## src/rtl/song_pkg.sv

```systemverilog
// Shared types and song-entry field layout for the song sequencer.
package song_pkg;

   typedef enum logic [2:0] {
      S_IDLE,
      S_FETCH,
      S_LOAD,
      S_PLAY,
      S_GAP
   } state_t;

   localparam int DUR_MSB   = 15;
   localparam int DUR_LSB   = 10;
   localparam int NOTES_MSB = 9;
   localparam int NOTES_LSB = 2;
   localparam int SHIFT_MSB = 1;
   localparam int SHIFT_LSB = 0;

   localparam logic [DUR_MSB-DUR_LSB:0] END_DURATION = '0;

endpackage

```

## src/rtl/song_sequencer_unit_ticker.sv

```systemverilog
// unit_ticker: divides the clock by TICKS_PER_UNIT while enabled, emitting a
// one-cycle unit_tick on the last tick of each unit; clr restarts the count.
module unit_ticker #(
   parameter int TICKS_PER_UNIT = 6_250_000
) (
   input  logic clk,
   input  logic rst,
   input  logic en,
   input  logic clr,
   output logic unit_tick
);
   localparam int TW = (TICKS_PER_UNIT > 1) ? $clog2(TICKS_PER_UNIT) : 1;
   localparam logic [TW-1:0] LAST = TW'(TICKS_PER_UNIT - 1);

   logic [TW-1:0] cnt;

   assign unit_tick = en && (cnt == LAST);

   always_ff @(posedge clk) begin
      if (rst || clr) begin
         cnt <= '0;
      end else if (en) begin
         cnt <= unit_tick ? '0 : cnt + TW'(1);
      end
   end

endmodule

```

## src/rtl/song_sequencer.sv

```systemverilog
// song_sequencer: fetches song entries and plays each note for its duration plus
// a silent gap. Define SONG_LOOP_EN to restart from song_base at the end marker.
module song_sequencer #(
   parameter int TICKS_PER_UNIT = 6_250_000,
   parameter int GAP_CYCLES     = 1_000_000,
   parameter int ADDR_W         = 8
) (
   input  logic              clk,
   input  logic              rst,
   input  logic              start,
   input  logic              stop,
   input  logic              pause,
   input  logic [ADDR_W-1:0] song_base,
   output logic              rom_en,
   output logic [ADDR_W-1:0] rom_addr,
   input  logic [15:0]       rom_data,
   output logic [7:0]        notes,
   output logic [1:0]        shift,
   output logic              playing,
   output logic              paused,
   output logic              done
);
   import song_pkg::*;

   localparam int GW = (GAP_CYCLES > 0) ? $clog2(GAP_CYCLES + 1) : 1;
   localparam logic [GW-1:0] GAP_LAST = GW'(GAP_CYCLES - 1);

   state_t            state;
   logic [ADDR_W-1:0] addr;
   logic [7:0]        note_r;
   logic [1:0]        shift_r;
   logic [5:0]        unit_cnt;
   logic [GW-1:0]     gap_cnt;
   logic              unit_tick;
   logic              end_marker;
`ifdef SONG_LOOP_EN
   logic [ADDR_W-1:0] base_r;
`endif

   unit_ticker #(.TICKS_PER_UNIT(TICKS_PER_UNIT)) u_ticker (
      .clk       (clk),
      .rst       (rst),
      .en        (state == S_PLAY && !pause),
      .clr       (state != S_PLAY),
      .unit_tick (unit_tick)
   );

   assign end_marker = (rom_data[DUR_MSB:DUR_LSB] == END_DURATION);

   // Pause silences the sound path immediately, without waiting for an edge.
   assign notes    = (state == S_PLAY && !pause) ? note_r  : '0;
   assign shift    = (state == S_PLAY && !pause) ? shift_r : '0;
   assign paused   = pause && (state == S_PLAY || state == S_GAP);
   assign done     = (state == S_LOAD) && end_marker && !stop;
   assign rom_addr = addr;

   always_ff @(posedge clk) begin
      if (rst) begin
         state    <= S_IDLE;
         addr     <= '0;
         note_r   <= '0;
         shift_r  <= '0;
         unit_cnt <= '0;
         gap_cnt  <= '0;
         rom_en   <= 1'b0;
         playing  <= 1'b0;
`ifdef SONG_LOOP_EN
         base_r   <= '0;
`endif
      end else begin
         rom_en <= 1'b0;
         if (stop) begin
            state   <= S_IDLE;
            playing <= 1'b0;
         end else begin
            case (state)
               S_IDLE: if (start) begin
                  addr    <= song_base;
`ifdef SONG_LOOP_EN
                  base_r  <= song_base;
`endif
                  playing <= 1'b1;
                  rom_en  <= 1'b1;
                  state   <= S_FETCH;
               end
               S_FETCH: state <= S_LOAD;
               S_LOAD: if (end_marker) begin
`ifdef SONG_LOOP_EN
                  addr    <= base_r;
                  rom_en  <= 1'b1;
                  state   <= S_FETCH;
`else
                  playing <= 1'b0;
                  state   <= S_IDLE;
`endif
               end else begin
                  note_r   <= rom_data[NOTES_MSB:NOTES_LSB];
                  shift_r  <= rom_data[SHIFT_MSB:SHIFT_LSB];
                  unit_cnt <= rom_data[DUR_MSB:DUR_LSB];
                  state    <= S_PLAY;
               end
               S_PLAY: if (unit_tick) begin
                  if (unit_cnt == 6'd1) begin
                     if (GAP_CYCLES == 0) begin
                        addr   <= addr + ADDR_W'(1);
                        rom_en <= 1'b1;
                        state  <= S_FETCH;
                     end else begin
                        gap_cnt <= '0;
                        state   <= S_GAP;
                     end
                  end else begin
                     unit_cnt <= unit_cnt - 6'd1;
                  end
               end
               S_GAP: if (!pause) begin
                  if (gap_cnt == GAP_LAST) begin
                     addr   <= addr + ADDR_W'(1);
                     rom_en <= 1'b1;
                     state  <= S_FETCH;
                  end else begin
                     gap_cnt <= gap_cnt + GW'(1);
                  end
               end
               default: state <= S_IDLE;
            endcase
         end
      end
   end

endmodule

```

## config.mk

```make
export PLATFORM = sky130hd
export DESIGN_NAME = song_sequencer
export DESIGN_NICKNAME = d
export VERILOG_FILES = /design/src/rtl/song_pkg.sv /design/src/rtl/song_sequencer_unit_ticker.sv /design/src/rtl/song_sequencer.sv
export SDC_FILE = /design/constraint.sdc
export NUM_CORES = 1
export LEC_CHECK = 0
export CORE_MARGIN = 2
export CORE_UTILIZATION = 57
export CTS_BUF_LIST = sky130_fd_sc_hd__clkbuf_8
export DETAILED_ROUTE_END_ITERATION = 10
export HOLD_SLACK_MARGIN = 0.05
export PLACE_DENSITY = 0.82
export RECOVER_POWER = 100
export SLEW_MARGIN = 25
export SYNTH_ARGS = -nofsm -noshare
export SYNTH_HDL_FRONTEND = slang
export SYNTH_SLANG_ARGS = --single-unit
export TNS_END_PERCENT = 5
```

## constraint.sdc

```tcl
create_clock -name clk -period 2.52 [get_ports clk]
set_input_delay 0.252 -clock clk [delete_from_list [all_inputs] [get_ports clk]]
set_output_delay 0.252 -clock clk [all_outputs]
set_load 0.005 [all_outputs]
```

Word level (Yosys, flattened, before mapping)
Cells that the tools add are included.
W data, S select, Z words.
Cells by class
  add/sub/neg operators: 4
  muxes and demuxes: 30
  reduce and logical (&&, ||, !) cells: 22
  bitwise logic cells: 2
  eq/ne operators: 17
Operators with widths (number)
  $mux W20: 4
  $pmux W20 S2: 1
  $mux W8: 4
  $add A23 B1 Y23 const B: 1
  $eq A23 B23 Y1 const B: 1
  $mux W23: 1
  $add A20 B1 Y20 const B: 1
  $eq A20 B20 Y1 const B: 1
  $mux W6: 3
  $pmux W8 S2: 1
  $mux W3: 5
  $pmux W3 S5: 1
  $reduce_and A5 Y1: 3
  $ne A2 B2 Y1 const B: 6
  $pmux W6 S2: 1
  $add A8 B1 Y8 const B: 1
  $reduce_bool A2 Y1: 4
  $eq A3 B2 Y1 const B: 2
  $eq A6 B1 Y1 const B: 1
  $logic_not A6 Y1: 1
  $ne A2 B1 Y1 const B: 3
  $reduce_and A3 Y1: 2
  $reduce_and A6 Y1: 1
  $sub A6 B1 Y6 const B: 1
  12 further kinds: 25
Storage, ports and cells
  bits of input ports: 29
  output and inout bits: 22
  word-level logic and storage cells: 84
  register bits: 72

Longest topological paths before layout
Gate-level depths: netlist (run 1).
  depth in word-level cells: 5
  mapped depth: 7
  mapped depth without buffers: 6

Hierarchy
From an unflattened synthesis (run 1), not the netlist that was laid out.
Second synthesis, totals
  cells, all modules: 484
  area, all modules: 3925.0 µm²
Modules (own cells, without submodules)
  song_sequencer: area an instance 2834.0 µm², sequential area each 980.9 µm², cells an instance 354, instances 1
  unit_ticker: area an instance 1091.0 µm², sequential area each 460.4 µm², cells an instance 130, instances 1

Worst setup path before layout (run 1)
No wires, ideal clock.
  path kind: reg-to-reg
  from: register gap_cnt[0]
  to: register gap_cnt[18]
  data required time: 2.404 ns
  path buffers: 1
  cell stages (with the launch flop): 8
  period minus slack after synthesis: 2.026 ns
  setup slack: 0.494 ns
  library setup time: 0.116 ns
  arrival: 1.910 ns
  path through: dfxtp_1 -> ha_1 -> nand3_2 -> or4_1 -> buf_2 -> o311ai_0 -> o21ai_1 -> a31o_2
Between the ends
  word-level cells in the longest chain between the ends: 4
  elaborated cells between the ends (all ways): 7
  those cells by class: add/sub (1); eq/ne (2); mux (3); reduce/logical (1)
RTL lines
  start: declaration: RTL line song_sequencer.sv:33  | logic [GW-1:0] gap_cnt;
  start signal: assignment: RTL line song_sequencer.sv:122  | gap_cnt <= gap_cnt + GW'(1);
  $add A20 B1 Y20: RTL line song_sequencer.sv:122
  $mux W20: RTL line song_sequencer.sv:117  | if (gap_cnt == GAP_LAST) begin
  $mux W20: RTL line song_sequencer.sv:116  | S_GAP: if (!pause) begin
  $pmux W20 S2: RTL line song_sequencer.sv:76  | case (state)
Parallel ways exist; a longest one is shown, timed or not. The select of a mux whose other input is x is not followed.
A chain may end at the register's enable or synchronous reset.

Worst setup path after layout (run 1)
  from: register state[2]
  to: output port paused
Between the ends
  word-level cells in the longest chain between the ends: 3
  elaborated cells between the ends (all ways): 4
  those cells by class: eq/ne (2); reduce/logical (2)
RTL lines
  start: declaration: RTL line song_sequencer.sv:28  | state_t state;
  start signal: assignment: RTL line song_sequencer.sv:59  | state <= S_IDLE;
  start signal: assignment: RTL line song_sequencer.sv:73  | state <= S_IDLE;
  start signal: assignment: RTL line song_sequencer.sv:84  | state <= S_FETCH;
  $eq A3 B2 Y1 or $eq A3 B3 Y1 (tied branches): RTL line song_sequencer.sv:53  | assign paused = pause && (state == S_PLAY || state == S_GAP);
  $logic_or A1 B1 Y1 *: RTL line song_sequencer.sv:53
  $logic_and A1 B1 Y1 *: RTL line song_sequencer.sv:53
  end: declaration: RTL line song_sequencer.sv:20  | output logic paused,
Every way passes the cells marked *; elsewhere a longest branch is shown, timed or not.

==> flow_summary.json, run 1 <==
{
  "status": "completed",
  "drtIter0Drc": 201,
  "synth_top_area_cell": "dfxtp_1",
  "finalCriticalPeriod_ns": 2.36,
  "fin_crit_sh": 0.935,
  "synth_nets": 498,
  "cts.reportedPaths.clkPinSlew_ns": 0.08,
  "clock_skew_ns": 0.00798,
  "synth.area.top_cells": "dfxtp_1, nor2_1, nand3_1",
  "rows": 30,
  "layout_common_cells": "dfxtp_1, nor2_1, clkdlybuf4s50_1",
  "pin_count": 51,
  "tns_ns": 0,
  "grt_pass1_vias": 3419,
  "htree_num_levels": 3,
  "worstMarginPinSlew_ns": 0.856,
  "gp_congestion": 0.833,
  "clockBufferDepth": 2,
  "p_seq_frac": 0.520,
  "antenna_found_initial": 0,
  "p_leak_nw": 1.59,
  "yosysWarnings": 0,
  "critPathBufInv": 1,
  "die_x_um": 86.6,
  "remaining_drc_errors": 0,
  "rsz0062_at_grt": "false",
  "setup.worst_path.end_class": "output port",
  "track_usage": 0.253,
  "dr.pass1.iters": 5,
  "final_common_cell": "dfxtp_1",
  "worstPathCellList": "or3b_2 -> a21boi_0 -> dlygate4sd3_1",
  "syn2layout_area_growth_pct": 20.9,
  "drt_wl_total_um": 9570,
  "postCtsSetupRepairBufs": 0,
  "fp.dieArea_um2": 7510,
  "synth_edf_count": 0,
  "synth_seq_cells": 72,
  "reg2reg_slack_ns": 0.23,
  "nets": 554,
  "p_int_mw": 1.73,
  "p_sw_frac": 0.226,
  "cp.required_ns": 2.27,
  "syn_area_um2": 3890,
  "peakVddDrop_v": 0.000313,
  "slew_viol_final": 0,
  "switchingPower_mw": 0.504,
  "cts_root_buf": "clkbuf_8",
  "syn_area_per_cell_um2": 8.39,
  "io_buffers": 50,
  "fmax_mhz": 424,
  "insertion_delay_ns": 0.35,
  "grt_pass1_wl_um": 15300,
  "cpLargestDelayFamily": "buffers and inverters",
  "start_util": 0.583,
  "cts_inserted_buffers": 9,
  "yosys.cell_types.count": 63,
  "powerDensity_nw_per_um2": 474,
  "final_layout_size_suffix_gt1_frac": 0.0971,
  "path_class": "reg2out",
  "grt_max_degree": 28,
  "comb_power_share": 0.064,
  "nFillCells": 541,
  "fp.dieH_um": 86.6,
  "startpoint_type": "flop",
  "max_stage_delay_ns": 0.60,
  "synthArstFlopShare": 0,
  "dp_hpwl_um": 6580,
  "n_antenna_cell": 0,
  "via_count": 3810,
  "total_power_mw": 2.23,
  "synth_top_area_share": 0.370,
  "grt_overflow": 0,
  "slew_headroom": 0.424,
  "synth_top_flop_cell": "dfxtp_1",
  "cap_violations": 0,
  "hold_viol": 0,
  "clock-sinks": 72,
  "drtAntennaViolNets": 0,
  "core-area_um2": 6680,
  "hold_class": "reg2reg",
  "setup_viol": 0,
  "clockPowerShare": 0.416,
  "arrival_ns": 2.10,
  "cp_slowest_cell": "dlygate4sd3_1",
  "cts_tree": "yes",
  "wl_per_cell_um": 15.8,
  "yosysSeqAreaShare": 0.370,
  "crit_fanout": 14,
  "viasPerCell": 6.30,
  "synthCells": 464
}
==> Yosys cell counts (3+ instances only) <==
cell type  count
dfxtp_1       72
nor2_1        50
nand2_1       33
nand3_1       31
a21oi_1       20
nor3_1        17
xor2_1        17
and3_1        14
clkbuf_1      14
nand4_1       13
and2_1        11
o21ai_0       11
mux2i_1       10
a31o_2         8
buf_2          7
inv_1          7
o211ai_1       7
o31ai_1        6
o32ai_1        6
a311o_1        5
and4_1         5
ha_1           5
nand2b_1       5
nor4_1         5
nor4b_1        5
or3_1          5
xnor2_1        5
a211oi_1       4
a311oi_1       4
nor3b_1        4
o311ai_0       4
or2_2          4
nand4b_1       3
nand4bb_1      3
or4_1          3
==> metrics by stage <==
stage,hold slack [ns],setup slack (ns),std cells,cell area (µm²),util
final,0.475,0.163,605,4710,0.704
after global routing,0.516,0.0412,605,4710,0.704
after CTS,0.476,0.0656,605,4730,0.708
after detailed placement,0.466,-0.00659,589,4530,0.678
after global placement,0.460,0.00127,589,4530,0.678
after floorplan,0.393,0.494,464,3890,-
==> what timing repair did <==
action | 4_1_cts | 5_1_grt
gates resized for setup | 1 | 1
endpoints found under the setup margin | 1 | 1
hold buffers | 0 | 0
==> cell type report <==
| cell class | count | area (µm²) | area share |
|---|---|---|---|
| clock buffer | 11 | 151 | 0.0322 |
| clock inverter | 5 | 47.5 | 0.0101 |
| inverter | 8 | 30.0 | 0.00638 |
| multi-input combinational | 361 | 2310 | 0.492 |
| sequential | 72 | 1440 | 0.307 |
| tap | 80 | 100 | 0.0213 |
| timing repair buffer | 68 | 619 | 0.132 |
==> layer usage <==
layer | global-route usage | vias up | share of wire
met4 | 0.104 | 0 | 0.020
met2 | 0.423 | 160 | 0.48
met5 | 0 | - | 0
met3 | 0.0410 | 28 | 0.059
li1 | - | 1857 | -
met1 | 0.324 | 1765 | 0.44
==> cell families (layout without fill, tap and decap cells) <==
| kind of cell | after synthesis | in the layout | synth area share |
|---|---|---|---|
| AOI/OAI and AO/OA | 96 | 96 | 0.178 |
| xor gates and xnor gates | 22 | 22 | 0.0495 |
| adders and majority gates | 5 | 5 | 0.0161 |
| buffers and inverters | 31 | 92 | 0.0344 |
| DFF | 72 | 72 | 0.370 |
| muxes | 10 | 10 | 0.0257 |
| and+or+nand+nor | 228 | 228 | 0.326 |
==> worst min-delay path: cells and delay by family (launching register included) <==
family             cells  cell delay (ns)
DFF                    1             0.31
AOI/OAI and AO/OA      2             0.12
==> power groups by stage <==
stage / logic, mW / clock network [mW] / registers [mW]
floorplan: 0.0598 / 0 / 1.19
finish: 0.144 / 0.928 / 1.16
CTS: 0.147 / 0.937 / 1.16
global route: 0.155 / 0.988 / 1.16
detailed placement: 0.146 / 0 / 1.19
global placement: 0.142 / 0 / 1.19
==> worst paths after layout <==
kind / cells past startpoint / endpoint / from
min reg2reg: 2 / unit_cnt[1] / unit_cnt[1]
min: 2 / unit_cnt[1] / unit_cnt[1]
max reg2reg: 6 / u_ticker.cnt[9] / u_ticker.cnt[7]
max: 3 / paused / state[2]
==> registers in the layout, indices dropped and copies added, names as in the netlist <==
register and flops:
gap_cnt 20, shift_r 2, u_ticker.cnt 23, unit_cnt 6
note_r 8, rom_en 1, rom_addr 8, playing 1
state 3
No activity file was read; power rests on OpenSTA's default activity.
==> run 2: changes to the inputs <==
Settings changed: CORE_MARGIN 2 to 4, CORE_UTILIZATION 57 to 40, PLACE_DENSITY 0.82 to 0.61.
==> run 2 against run 1 <==
Non-clock buffer count grew 3. Worst hold slack got worse by 0.012 ns. Cell count increased by 8.6%. Sequential share of layout area is 0.80 points lower. First-iteration DRC count fell by 29%. Global-route usage down 7.3 points. Die area grew 52%. Clock power up 15%. Total power rose by 6.3%. Critical endpoint is now done.
==> flow_summary.json, run 2 (synthesis results as in run 1) <==
{
  "status": "completed",
  "cap_violations": 0,
  "grt_max_degree": 28,
  "drtIter0Drc": 142,
  "arrival_ns": 2.18,
  "total_power_mw": 2.37,
  "final_cells": 657,
  "nets": 557,
  "top_regs": "u_ticker.cnt: 23 flops, gap_cnt: 20 flops",
  "critPathMostFrequentCell": "clkdlybuf4s50_1",
  "grt_pass1_wl_um": 16800,
  "fp.dieH_um": 107,
  "fin_crit_sh": 0.963,
  "max_stage_delay_ns": 0.55,
  "placed_cells": 641,
  "regArea_um2": 1440,
  "io_buffers": 50,
  "rows": 35,
  "worstPathCellList": "clkdlybuf4s50_1 -> or4_4 -> nor3_2 -> nor4b_2 -> clkdlybuf4s50_1",
  "cts_inserted_buffers": 9,
  "remaining_drc_errors": 0,
  "crit_end": "done",
  "syn2layout_area_growth_pct": 24.0,
  "final_layout_size_suffix_gt1_frac": 0.106,
  "r2r-start": "state[0]",
  "holdBufCountCts": 0,
  "fp.dieArea_um2": 11400,
  "die_x_um": 107,
  "cts.reportedPaths.clkPinSlew_ns": 0.08,
  "pin_count": 51,
  "cp.depth": 5,
  "nFillCells": 941,
  "startpoint": "rom_data[11]",
  "layout_common_cells": "dfxtp_1, nor2_1, clkdlybuf4s50_1",
  "clockBufferDepth": 2,
  "drtAntennaViolNets": 0,
  "critPathBufInv": 2,
  "slew_headroom": 0.486,
  "clock-sinks": 72,
  "clock_skew_ns": 0.0141,
  "post-place-ws_ns": -0.0674,
  "n_antenna_cell": 0,
  "gp_congestion": 0.814,
  "peakVddDrop_v": 0.000239,
  "hold_class": "in2reg",
  "startpoint_type": "input pin",
  "setup.worst_path.end_class": "output port",
  "insertion_delay_ns": 0.36,
  "start_util": 0.415,
  "slew_viol_final": 0,
  "largest-register": "u_ticker.cnt",
  "dp_hpwl_um": 6970,
  "cp_slowest_cell": "or4_4",
  "largest_reg_flops": 23,
  "grt_pass1_vias": 3497,
  "finalCriticalPeriod_ns": 2.43,
  "fin_ws_ns": 0.0923,
  "wl_per_cell_um": 15.1,
  "dr.pass1.iters": 4,
  "antenna_found_initial": 0,
  "p_leak_nw": 1.59,
  "rsz0062_at_grt": "false",
  "fin_area_um2": 4830,
  "core-area_um2": 9370,
  "hold_viol": 0,
  "cp.required_ns": 2.27,
  "drt_wl_total_um": 9910,
  "multi_input_area_um2": 2320,
  "setup_viol": 0,
  "via_count": 3701,
  "viasPerCell": 5.63,
  "powerDensity_nw_per_um2": 492,
  "ff2ff_path_depth": 6,
  "r2r_end": "gap_cnt[19]",
  "fmax_mhz": 412,
  "final_common_cell": "dfxtp_1",
  "cts_root_buf": "clkbuf_8",
  "grt_overflow": 0,
  "crit_fanout": 2,
  "track_usage": 0.180,
  "htree_num_levels": 3,
  "postPlaceCellArea_um2": 4630,
  "cts_tree": "yes",
  "path_class": "in2out",
  "cpLargestDelayFamily": "buffers and inverters",
  "reg2reg_slack_ns": 0.21,
  "worstMarginPinSlew_ns": 0.772
}
[run 2: cell count changes in the layout (fill, tap and decap cells not counted), sizes merged]
cell,before,now
clkdlybuf4s50,36,40
buf,13,15
dlygate4sd2,1,0
dlygate4sd3,13,10
clkinvlp,0,1
clkinv,3,2
bufinv,1,2
[run 2: report_power, final]
group / internal (mW) / switching, mW
clock: 0.590 / 0.479
combinational: 0.0790 / 0.0645
sequential: 1.15 / 0.0122
total: 1.82 / 0.556
[run 2: area by class of cell]
type / instances / area share
clock buffer: 10 / 0.0285
clock inverter: 6 / 0.0187
inverter: 8 / 0.00622
multi-input combinational: 361 / 0.482
sequential: 72 / 0.299
tap: 129 / 0.0334
timing repair buffer: 71 / 0.133
[run 2: worst min-delay path by stage]
| stage | cells past startpoint | startpoint | to | slack, ns |
|---|---|---|---|---|
| 2_1_floorplan | 2 | pause | u_ticker.cnt[0] | 0.39 |
| 3_3_place_gp | 2 | rom_addr[7] | rom_addr[7] | 0.46 |
| 3_5_place_dp | 2 | unit_cnt[1] | unit_cnt[1] | 0.46 |
| 4_1_cts | 3 | song_base[1] | rom_addr[1] | 0.45 |
| 5_1_grt | 3 | song_base[1] | rom_addr[1] | 0.47 |
| 6_report | 3 | song_base[1] | rom_addr[1] | 0.46 |
[run 2: stage by stage]
step                setup TNS, ns  hold slack (ns)  utilization
finish                          0            0.463        0.515
CTS                             0            0.454        0.519
detailed placement        -0.0674            0.465        0.494
global placement          -0.0292            0.460        0.494
global route                    0            0.469        0.515
floorplan                       0            0.393            -
[run 2: worst register-to-register path, cell delays in order, from the launching register on]
cell and delay [ns]:
dfxtp_1 0.40, clkbuf_1 0.22, or2_0 0.34, nor3_2 0.29, o21ai_1 0.16, and2_1 0.36, a311o_1 0.42
[run 2: routing by layer]
metal,up-vias,routed length [µm],GRT usage
met1,1762,4620,0.233
met5,-,0,0
met2,68,4750,0.288
met4,0,82,0.0630
met3,9,460,0.0476
li1,1862,-,-
[run 2: what timing repair did]
action | 4_1_cts | 5_1_grt
resized for setup | 2 | 1
setup buffers | 0 | 0
endpoints found under the setup margin | 1 | 1
==> run 3: changes to the inputs <==
Settings changed: SYNTH_HIERARCHICAL set to 1.
==> run 3 against run 2 <==
Critical path depth is 1 higher. Final area up 0.88%. Sequential power hardly changed. Cell count is 2.7% higher. Total power decreased by 4.3%. Combinational power grew 5%. Clock power is 10% lower. Maximum frequency increased by 0.57%. Die area is 0.78% higher. Worst hold slack got worse by 0.096 ns. Global-route usage increased by 0.25 points. Synthesized area is 0.84% higher. Largest power group unchanged.
==> flow_summary.json, run 3 <==
{
  "cts_root_buf": "clkbuf_8",
  "grt_overflow": 0,
  "p_leak_nw": 1.57,
  "peakVddDrop_v": 0.000250,
  "hold_viol": 0,
  "layout_common_cells": "dfxtp_1, nor2_1, nand2_1",
  "cap_violations": 0,
  "critPathMostFrequentCell": "clkdlybuf4s50_1",
  "cts_inserted_buffers": 9,
  "htree_num_levels": 3,
  "final_layout_size_suffix_gt1_frac": 0.114,
  "rows": 35,
  "synthCells": 484,
  "synth_common_cells": "dfxtp_1, nor2_1, nand2_1",
  "holdBufCountCts": 0,
  "startpoint_type": "input pin",
  "max_stage_delay_ns": 0.57,
  "io_buffers": 50,
  "via_count": 3742,
  "powerDensity_nw_per_um2": 466,
  "largest_reg_flops": 23,
  "cts_tree": "yes",
  "yosysSeqAreaShare": 0.367,
  "remaining_drc_errors": 0,
  "yosys.cell_types.count": 58,
  "dr.pass1.iters": 4,
  "core-area_um2": 9420,
  "synth_top_area_cell": "dfxtp_1",
  "fp.dieArea_um2": 11500,
  "fin_area_um2": 4870,
  "synth_top_flop_cell": "dfxtp_1",
  "track_usage": 0.182,
  "insertion_delay_ns": 0.36,
  "syn_area_um2": 3930,
  "top_regs": "u_ticker/cnt: 23 flops, gap_cnt: 20 flops",
  "viasPerCell": 5.54,
  "die_x_um": 107,
  "path_class": "in2out",
  "largest-register": "u_ticker/cnt",
  "dp_hpwl_um": 7070,
  "syn2layout_area_growth_pct": 24.1,
  "syn_area_per_cell_um2": 8.11,
  "yosysMostFrequentCell": "dfxtp_1",
  "n_antenna_cell": 0,
  "grt_max_degree": 29,
  "synthArstFlopShare": 0,
  "clockBufferDepth": 2,
  "fmax_mhz": 414,
  "pin_count": 51,
  "cts.reportedPaths.clkPinSlew_ns": 0.08,
  "nets": 575,
  "clock_skew_ns": 0.0144,
  "synth_top_area_share": 0.367,
  "slew_headroom": 0.514,
  "fin_crit_sh": 0.958,
  "postPlaceCellArea_um2": 4650,
  "nFillCells": 940,
  "slew_viol_final": 0,
  "final_common_cell": "dfxtp_1",
  "antenna_found_initial": 0,
  "synth_edf_count": 0,
  "grt_pass1_wl_um": 17200,
  "yosysWarnings": 6,
  "fp.dieH_um": 107,
  "setup.worst_path.end_class": "output port",
  "synth_nets": 518,
  "cp_slowest_cell": "or4_4",
  "hold_class": "in2reg",
  "arrival_ns": 2.16,
  "status": "completed",
  "grt_pass1_vias": 3559,
  "drt_wl_total_um": 10100,
  "cp.required_ns": 2.27,
  "drtIter0Drc": 158,
  "worstMarginPinSlew_ns": 0.730,
  "drtAntennaViolNets": 0,
  "wl_per_cell_um": 14.9,
  "synth_seq_cells": 72,
  "setup_viol": 0,
  "start_util": 0.417,
  "synth.area.top_cells": "dfxtp_1, nor2_1, nand2_1",
  "crit_fanout": 3,
  "critPathBufInv": 3,
  "worstPathCellList": "clkdlybuf4s50_1 -> or4_4 -> nor3_2 -> buf_4 -> and3b_1 -> clkdlybuf4s50_1",
  "gp_congestion": 0.843,
  "clock-sinks": 72,
  "fin_util": 0.517,
  "cpLargestDelayFamily": "buffers and inverters",
  "finalCriticalPeriod_ns": 2.41
}
-- run 3: changes by cell type in the layout (fill, tap and decap cells not counted), sizes merged, moves of 8 or more --
cell / delta
a31o: -8
nand3: -12
nand4: +8
o21ai: +17
nand2: +9
xor2: -11
a21oi: +10
a31oi: +11
-- run 3: where the power goes --
| part | leakage, nW | internal [mW] | switching, mW |
|---|---|---|---|
| sequential | 0.581 | 1.15 | 0.0114 |
| combinational | 0.899 | 0.0794 | 0.0710 |
| clock | 0.0907 | 0.485 | 0.474 |
-- run 3: final timing paths --
check	slack [ns]	start	end	cells after the start
hold reg to reg	0.49	note_r[3]	note_r[3]	2
setup / recovery	0.11	rom_data[12]	done	6
hold / removal	0.37	rst	note_r[5]	2
setup reg to reg	0.14	gap_cnt[0]	gap_cnt[9]	7
-- run 3: logic make-up (layout without fill, tap and decap cells) --
family,after synthesis,after routing,synth area share
adders and majority gates,5,5,0.0159
xor gates and xnor gates,11,11,0.0245
and+or+nand+nor,227,227,0.318
AOI/OAI and AO/OA,116,116,0.193
buffers and inverters,37,99,0.0405
DFF,72,72,0.367
muxes,16,16,0.0411
-- run 3: area by class of cell --
| class | instances | area, µm² | share of cell area |
|---|---|---|---|
| flip-flops and latches | 72 | 1440 | 0.296 |
| inverters | 9 | 33.8 | 0.00694 |
| well taps | 129 | 161 | 0.0331 |
| clock buffers | 10 | 138 | 0.0283 |
| clock inverters | 6 | 68.8 | 0.0141 |
| multi-input cells | 375 | 2370 | 0.486 |
| repair buffers | 74 | 661 | 0.136 |
-- run 3: timing repair --
item,in CTS,in global routing
gates resized for setup,0,5
endpoints found under the setup margin,0,12
setup buffers,0,3
-- run 3: layer usage --
metal	vias to the layer above	GRT usage	wire, µm
met2	78	0.286	4600
met3	14	0.0319	416
met4	0	0.0721	158
li1	1897	-	-
met5	-	0	0
met1	1753	0.247	4880
-- run 3: stage by stage --
step	setup TNS [ns]	power, mW	hold slack [ns]	instances	worst slack (ns)
floorplan	-0.0594	1.25	0.342	484	-0.0268
global placement	0	1.34	0.467	656	0.0307
detailed placement	0	1.34	0.474	656	0.0119
CTS	0	2.30	0.366	672	0.00708
global route	-0.0289	2.36	0.390	675	-0.0289
finish	0	2.27	0.367	675	0.106
-- run 3: worst reg2reg max path: stages (launching register included) --
cell      delay (ns)
dfxtp_1         0.40
ha_1            0.24
and3_4          0.24
nand3_4         0.11
or4_4           0.59
and2_0          0.34
a31oi_1         0.27
a311oi_2        0.07
